[src/rtl/apb_master_bridge_pkg.sv]
// Shared APB requester types: state encoding, default bus widths and the response record.
package apb_pkg;

    localparam int APB_ADDR_W = 32;
    localparam int APB_DATA_W = 32;

    typedef enum logic [1:0] {
        IDLE   = 2'd0,
        SETUP  = 2'd1,
        ACCESS = 2'd2,
        RESP   = 2'd3
    } apb_mst_state_e;

    // Sized to the default data width; wider buses would need a wider record.
    typedef struct packed {
        logic [APB_DATA_W-1:0] rdata;
        logic                  slverr;
        logic                  timeout;
    } apb_rsp_t;

    // Width of the wait-state counter: enough to hold the limit, never zero bits.
    function automatic int wait_cnt_w(input int timeout);
        return (timeout <= 0) ? 1 : $clog2(timeout + 1);
    endfunction

endpackage

[src/rtl/apb_master_bridge_if.sv]
// Request/response handshake plus APB bus of the requester bridge, bundled as one interface.
interface apb_master_bridge_if
    import apb_pkg::*;
#(
    parameter int ADDR_W = APB_ADDR_W,
    parameter int DATA_W = APB_DATA_W
);

    logic              req_valid;
    logic              req_ready;
    logic [ADDR_W-1:0] req_addr;
    logic              req_write;
    logic [DATA_W-1:0] req_wdata;

    logic              rsp_valid;
    logic              rsp_ready;
    logic [DATA_W-1:0] rsp_rdata;
    logic              rsp_slverr;
    logic              rsp_timeout;

    logic              busy;

    logic              PSEL;
    logic              PENABLE;
    logic              PWRITE;
    logic [ADDR_W-1:0] PADDR;
    logic [DATA_W-1:0] PWDATA;
    logic [DATA_W-1:0] PRDATA;
    logic              PREADY;
    logic              PSLVERR;

    // Bridge side.
    modport master (
        input  req_valid, req_addr, req_write, req_wdata,
        output req_ready,
        output rsp_valid, rsp_rdata, rsp_slverr, rsp_timeout,
        input  rsp_ready,
        output busy,
        output PSEL, PENABLE, PWRITE, PADDR, PWDATA,
        input  PRDATA, PREADY, PSLVERR
    );

    // Requester plus APB completer side.
    modport slave (
        output req_valid, req_addr, req_write, req_wdata,
        input  req_ready,
        input  rsp_valid, rsp_rdata, rsp_slverr, rsp_timeout,
        output rsp_ready,
        input  busy,
        input  PSEL, PENABLE, PWRITE, PADDR, PWDATA,
        output PRDATA, PREADY, PSLVERR
    );

endinterface

[src/rtl/apb_master_bridge.sv]
// APB requester: turns one accepted request into a SETUP->ACCESS transfer and returns data/error/timeout.
// Latency: accept at edge N, completion at N+2+wait states; one transfer in flight, 4 cycles minimum each.
// Backpressure: req_ready only in IDLE; the response is held until rsp_ready, which stalls new requests.
module apb_master_bridge
    import apb_pkg::*;
#(
    parameter int ADDR_W         = APB_ADDR_W,
    parameter int DATA_W         = APB_DATA_W,
    parameter int TIMEOUT_CYCLES = 16
) (
    input  logic                PCLK,
    input  logic                PRESET,
    apb_master_bridge_if.master bus
);

    localparam logic [1:0] S_IDLE   = IDLE;
    localparam logic [1:0] S_SETUP  = SETUP;
    localparam logic [1:0] S_ACCESS = ACCESS;
    localparam logic [1:0] S_RESP   = RESP;

    localparam int             CNT_W     = wait_cnt_w(TIMEOUT_CYCLES);
    localparam logic [CNT_W-1:0] CNT_MAX   = '1;
    localparam logic [CNT_W-1:0] CNT_LIMIT = CNT_W'(TIMEOUT_CYCLES);
    localparam bit             WDOG_EN   = (TIMEOUT_CYCLES != 0);

    logic [1:0]       state;
    logic [CNT_W-1:0] wait_cnt;
    apb_rsp_t         rsp_q;

    assign bus.rsp_rdata   = DATA_W'(rsp_q.rdata);
    assign bus.rsp_slverr  = rsp_q.slverr;
    assign bus.rsp_timeout = rsp_q.timeout;

    always_ff @(posedge PCLK) begin
        if (PRESET) begin
            state         <= S_IDLE;
            wait_cnt      <= '0;
            rsp_q         <= '0;
            bus.rsp_valid <= 1'b0;
            bus.req_ready <= 1'b1;
            bus.busy      <= 1'b0;
            bus.PSEL      <= 1'b0;
            bus.PENABLE   <= 1'b0;
            bus.PWRITE    <= 1'b0;
            bus.PADDR     <= '0;
            bus.PWDATA    <= '0;
        end else begin
            case (state)
                S_IDLE: begin
                    if (bus.req_valid) begin
                        bus.PADDR     <= bus.req_addr;
                        bus.PWRITE    <= bus.req_write;
                        bus.PWDATA    <= bus.req_write ? bus.req_wdata : '0;
                        bus.PSEL      <= 1'b1;
                        bus.PENABLE   <= 1'b0;
                        bus.req_ready <= 1'b0;
                        bus.busy      <= 1'b1;
                        state         <= S_SETUP;
                    end
                end

                S_SETUP: begin
                    bus.PENABLE <= 1'b1;
                    state       <= S_ACCESS;
                end

                S_ACCESS: begin
                    // A ready slave beats the watchdog on the cycle the limit is reached.
                    if (bus.PREADY) begin
                        rsp_q <= '{rdata:   bus.PWRITE ? '0 : APB_DATA_W'(bus.PRDATA),
                                   slverr:  bus.PSLVERR,
                                   timeout: 1'b0};
                        bus.rsp_valid <= 1'b1;
                        bus.PSEL      <= 1'b0;
                        bus.PENABLE   <= 1'b0;
                        bus.PWRITE    <= 1'b0;
                        bus.PADDR     <= '0;
                        bus.PWDATA    <= '0;
                        state         <= S_RESP;
                    end else if (WDOG_EN && wait_cnt == CNT_LIMIT) begin
                        rsp_q <= '{rdata: '0, slverr: 1'b1, timeout: 1'b1};
                        bus.rsp_valid <= 1'b1;
                        bus.PSEL      <= 1'b0;
                        bus.PENABLE   <= 1'b0;
                        bus.PWRITE    <= 1'b0;
                        bus.PADDR     <= '0;
                        bus.PWDATA    <= '0;
                        state         <= S_RESP;
                    end else if (wait_cnt != CNT_MAX) begin
                        wait_cnt <= wait_cnt + 1'b1;
                    end
                end

                S_RESP: begin
                    if (bus.rsp_ready) begin
                        bus.rsp_valid <= 1'b0;
                        bus.req_ready <= 1'b1;
                        bus.busy      <= 1'b0;
                        wait_cnt      <= '0;
                        state         <= S_IDLE;
                    end
                end

                default: begin
                    state         <= S_IDLE;
                    bus.req_ready <= 1'b1;
                    bus.busy      <= 1'b0;
                end
            endcase
        end
    end

endmodule

[src/flat_wrapper.sv]
// flat-port wrapper written by rule: the top's interface ports become plain ports
module apb_master_bridge_flat import apb_pkg::*;
#(
    parameter int ADDR_W         = APB_ADDR_W,
    parameter int DATA_W         = APB_DATA_W,
    parameter int TIMEOUT_CYCLES = 16
)
  (PCLK, PRESET, bus_req_valid, bus_req_addr, bus_req_write, bus_req_wdata, bus_req_ready, bus_rsp_valid, bus_rsp_rdata, bus_rsp_slverr, bus_rsp_timeout, bus_rsp_ready, bus_busy, bus_PSEL, bus_PENABLE, bus_PWRITE, bus_PADDR, bus_PWDATA, bus_PRDATA, bus_PREADY, bus_PSLVERR);
  apb_master_bridge_if #(.ADDR_W(ADDR_W), .DATA_W(DATA_W)) bus_i ();
  input  logic PCLK;
  input  logic PRESET;
  input wire logic [$bits(bus_i.req_valid)-1:0] bus_req_valid;
  input wire logic [$bits(bus_i.req_addr)-1:0] bus_req_addr;
  input wire logic [$bits(bus_i.req_write)-1:0] bus_req_write;
  input wire logic [$bits(bus_i.req_wdata)-1:0] bus_req_wdata;
  output wire logic [$bits(bus_i.req_ready)-1:0] bus_req_ready;
  output wire logic [$bits(bus_i.rsp_valid)-1:0] bus_rsp_valid;
  output wire logic [$bits(bus_i.rsp_rdata)-1:0] bus_rsp_rdata;
  output wire logic [$bits(bus_i.rsp_slverr)-1:0] bus_rsp_slverr;
  output wire logic [$bits(bus_i.rsp_timeout)-1:0] bus_rsp_timeout;
  input wire logic [$bits(bus_i.rsp_ready)-1:0] bus_rsp_ready;
  output wire logic [$bits(bus_i.busy)-1:0] bus_busy;
  output wire logic [$bits(bus_i.PSEL)-1:0] bus_PSEL;
  output wire logic [$bits(bus_i.PENABLE)-1:0] bus_PENABLE;
  output wire logic [$bits(bus_i.PWRITE)-1:0] bus_PWRITE;
  output wire logic [$bits(bus_i.PADDR)-1:0] bus_PADDR;
  output wire logic [$bits(bus_i.PWDATA)-1:0] bus_PWDATA;
  input wire logic [$bits(bus_i.PRDATA)-1:0] bus_PRDATA;
  input wire logic [$bits(bus_i.PREADY)-1:0] bus_PREADY;
  input wire logic [$bits(bus_i.PSLVERR)-1:0] bus_PSLVERR;
  assign bus_i.req_valid = bus_req_valid;
  assign bus_i.req_addr = bus_req_addr;
  assign bus_i.req_write = bus_req_write;
  assign bus_i.req_wdata = bus_req_wdata;
  assign bus_req_ready = bus_i.req_ready;
  assign bus_rsp_valid = bus_i.rsp_valid;
  assign bus_rsp_rdata = bus_i.rsp_rdata;
  assign bus_rsp_slverr = bus_i.rsp_slverr;
  assign bus_rsp_timeout = bus_i.rsp_timeout;
  assign bus_i.rsp_ready = bus_rsp_ready;
  assign bus_busy = bus_i.busy;
  assign bus_PSEL = bus_i.PSEL;
  assign bus_PENABLE = bus_i.PENABLE;
  assign bus_PWRITE = bus_i.PWRITE;
  assign bus_PADDR = bus_i.PADDR;
  assign bus_PWDATA = bus_i.PWDATA;
  assign bus_i.PRDATA = bus_PRDATA;
  assign bus_i.PREADY = bus_PREADY;
  assign bus_i.PSLVERR = bus_PSLVERR;
  apb_master_bridge #(.ADDR_W(ADDR_W), .DATA_W(DATA_W), .TIMEOUT_CYCLES(TIMEOUT_CYCLES)) u_core (.PCLK(PCLK), .PRESET(PRESET), .bus(bus_i));
endmodule
[config.mk]
export PLATFORM = sky130hd
export DESIGN_NAME = apb_master_bridge_flat
export DESIGN_NICKNAME = d
export VERILOG_FILES = /design/src/rtl/apb_master_bridge_pkg.sv /design/src/rtl/apb_master_bridge_if.sv /design/src/rtl/apb_master_bridge.sv /design/src/flat_wrapper.sv
export SDC_FILE = /design/constraint.sdc
export NUM_CORES = 1
export LEC_CHECK = 0
export CAP_MARGIN = 20
export CORE_ASPECT_RATIO = 0.8
export CORE_UTILIZATION = 41
export CTS_CLUSTER_SIZE = 10
export DETAILED_ROUTE_END_ITERATION = 10
export PLACE_DENSITY = 0.81
export SKIP_CTS_REPAIR_TIMING = 1
export SYNTH_ARGS = -nofsm -noshare
export SYNTH_HDL_FRONTEND = slang
export SYNTH_SLANG_ARGS = --single-unit
[constraint.sdc]
create_clock -name PCLK -period 2.7 [get_ports PCLK]
set_input_delay 0.405 -clock PCLK [delete_from_list [all_inputs] [get_ports PCLK]]
set_output_delay 0.405 -clock PCLK [all_outputs]
set_load 0.1 [all_outputs]
==> results.sh <==
export IMPL_status="complete, no violations"
export IMPL_finalHoldViolCount=0
export IMPL_cts_buffers=9
export IMPL_drt_drc_violations_left=0
export IMPL_pin_count=207
export IMPL_grt_max_degree=67
export IMPL_cp_arrival_ns=2.38
export IMPL_crit_path_end_kind="register"
export IMPL_drtAntennaViolNets=0
export IMPL_powerDensity_nw_per_um2=1280
export IMPL_syn_area_um2=4300
export IMPL_grt_overflow=0
export IMPL_start_kind="register"
export IMPL_via_per_inst=5.15
export IMPL_avgRoutedWirePerCell_um=14.8
export IMPL_ir_drop_v=0.000581
export IMPL_area_delta_synth_final_pct=51.2
export IMPL_setup_violations=0
export IMPL_die_w_um=117
export IMPL_die_area_um2=10900
export IMPL_synth_distinct_cells=39
export IMPL_r2r_cells=7
export IMPL_min_from="u_core.bus.PADDR[8]"
export IMPL_worst_pin_slew_ns=0.430
export IMPL_grt_use_total_pct=21.5
export IMPL_routed_wl_um=12200
export IMPL_drive_gt1_share_pct=20.5
export IMPL_vias=4262
export IMPL_drv_cap=0
export IMPL_cts_sinks=111
export IMPL_finalCritPeriodShare_pct=78.2
export IMPL_hp_class="register to register"
export IMPL_leakage_nw=2.79
export IMPL_cts_root_buf="clkbuf_16"
export IMPL_nets=792
export IMPL_fill_cells=835
export IMPL_syn_area_per_cell_um2=8.72
export IMPL_use_met2_pct=36.6
export IMPL_firstDrtPassIters=5
export IMPL_routabilityCongestion=0.776
export IMPL_htree_levels=3
export IMPL_initial_core_util_pct=42.0
export IMPL_grt_pass1_vias=3811
export IMPL_whs_path_depth=2
export IMPL_ys_seq_elements=111
export IMPL_hold_end="u_core.bus.PADDR[8]"
export IMPL_insertedDiodeCount=0
export IMPL_r2r_start="u_core.wait_cnt[0]"
export IMPL_clock_skew_ns=0.00963
export IMPL_antenna_found_initial=0
export IMPL_die_y_um=93.6
export IMPL_clk_latency_ns=0.34
export IMPL_yosysSeqAreaShare_pct=51.7
export IMPL_busiest_layer="met2"
export IMPL_rsz0062_at_grt="false"
export IMPL_reg2reg_slack_ns=0.59
export IMPL_setup_tns_ns=0
export IMPL_std_cell_rows=33
export IMPL_power_w=0.00832
export IMPL_r2r_end="u_core.wait_cnt[2]"
export IMPL_clk_path_buf_depth=2
export IMPL_slew_headroom_pct=71.0
export IMPL_fmax_ghz=0.473
export IMPL_globalRouteMet1Util_pct=25.7
export IMPL_grt_pass1_wl_um=18400
export IMPL_cp_required_ns=2.96
export IMPL_crit_type="register to register"
export IMPL_fin_crit_ns=2.11
export IMPL_report_final_slew_viol_count=0
export IMPL_portBuffers=206
export IMPL_syn_inst=493
export IMPL_drtIter0Drc=365
export IMPL_cts_tree="yes"
export IMPL_dp_hpwl_um=8640
export IMPL_grtUsageMet3_pct=7.71
export IMPL_ys_warnings_count=0
export IMPL_cp_max_fo=6
export IMPL_clk_transition_reported_paths_ns=0.07
export IMPL_syn_num_nets=603
export IMPL_core_area_um2=10200
[cell type report]
cell class	count	area, µm²	area share [%]
multi-input combinational	335	1870	28.7
clock inverter	5	63.8	0.981
tap	140	175	2.69
sequential	111	2220	34.2
clock buffer	11	243	3.73
timing repair buffer	218	1910	29.3
inverter	7	26.3	0.404
[synth_stat cells]
master     instances  area [µm²]
a21o_1             1        7.51
o311ai_0           1        8.76
or4_1              1        7.51
a22o_1             2        17.5
nand4_1            1        6.26
nor2b_1            2        12.5
o311ai_2           1        16.3
a22oi_1           33         248
nand2b_4           1        13.8
a31oi_1            4        25.0
nor2_1            44         165
ha_1               7        87.6
buf_6              4        45.0
inv_1              7        26.3
nand4bb_1          1        11.3
or2_4              1        8.76
a211oi_1           1        7.51
mux2i_1            2        20.0
nand3b_1          33         248
buf_1              2        7.51
and3_1             1        6.26
or3_1              2        12.5
o21bai_1           1        7.51
o21ai_0            2        10.0
dfxtp_1          111        2220
o311a_1            1        10.0
buf_2             14        70.1
a21oi_1           40         200
o21ai_1            1        5.00
clkbuf_1          17        63.8
and4bb_4           1        16.3
nand2_1           77         289
nand2b_1           2        12.5
o311ai_1           1        8.76
buf_4              3        22.5
nor3b_1            1        7.51
nor3_1             3        15.0
nand3_1           65         325
or2_2              1        6.26
[cells in the final DEF (no fill, tap or decap), types with 3 or more instances in the layout]
| cell type | count |
|---|---|
| dfxtp_1 | 111 |
| a31oi_1 | 4 |
| clkdlybuf4s50_1 | 101 |
| nor2_1 | 43 |
| a21oi_1 | 40 |
| nand3b_1 | 33 |
| nand2_1 | 77 |
| a22oi_1 | 33 |
| inv_1 | 7 |
| ha_1 | 7 |
| clkbuf_16 | 9 |
| nor3_1 | 3 |
| nand3_1 | 65 |
| buf_4 | 114 |
[power by group]
group / switching (W) / internal [W]
clock network: 0.000595 / 0.000754
logic: 0.00370 / 0.00107
registers: 0.000204 / 0.00200
[how the worst max path moves through the flow]
stage	startpoint	end	slack [ns]
finish	u_core.wait_cnt[0]	u_core.wait_cnt[2]	0.59
global route	u_core.wait_cnt[0]	u_core.wait_cnt[2]	0.49
CTS	u_core.wait_cnt[0]	u_core.wait_cnt[2]	0.58
detailed placement	bus_req_valid	u_core.bus.PADDR[16]	0.52
global placement	bus_PREADY	u_core.bus.rsp_rdata[9]	0.46
floorplan	u_core.wait_cnt[0]	u_core.wait_cnt[2]	0.73
[layer usage]
metal	vias to the layer above	share of wire, %
li1	2082	-
met1	2005	42
met2	166	48
met3	9	9.4
met4	0	0.75
met5	-	0
[kinds of logic after synthesis]
group	after synthesis	synth area share, %
AO/OA/AOI/OAI	89	13.3
multiplexers	2	0.466
adder cells (fa/ha/maj)	7	2.04
AND/OR/NAND/NOR	237	27.1
flip-flops	111	51.7
buffers and inverters	47	5.47
[per-stage QoR]
| step | worst slack [ns] | cells | util, % | instance area, µm² | hold WS (ns) |
|---|---|---|---|---|---|
| final | 0.588 | 827 | 63.5 | 6500 | 0.453 |
| after global routing | 0.488 | 827 | 63.5 | 6500 | 0.473 |
| after CTS | 0.578 | 827 | 63.5 | 6500 | 0.456 |
| after detailed placement | 0.516 | 811 | 60.5 | 6200 | 0.446 |
| after global placement | 0.463 | 810 | 60.4 | 6180 | 0.438 |
| after floorplan | 0.730 | 493 | - | 4300 | 0.492 |
[state kept, by name, indices dropped and copies added, names as in the netlist]
register,count
u_core.bus.PADDR,32
u_core.bus.req_ready,1
u_core.bus.busy,1
u_core.bus.rsp_timeout,1
u_core.bus.PWRITE,1
u_core.state,2
u_core.bus.PWDATA,32
u_core.bus.PSEL,1
u_core.bus.rsp_valid,1
u_core.wait_cnt,5
u_core.bus.rsp_slverr,1
u_core.bus.rsp_rdata,32
u_core.bus.PENABLE,1
[worst max-delay path: stages, from the launching register on]
cell and delay, ns:
dfxtp_1 0.36, ha_1 0.24, and3_1 0.20, ha_1 0.20, or2_4 0.27, nand2b_4 0.16
or4_1 0.46, a31oi_1 0.17
No activity file was read; power rests on OpenSTA's default activity.
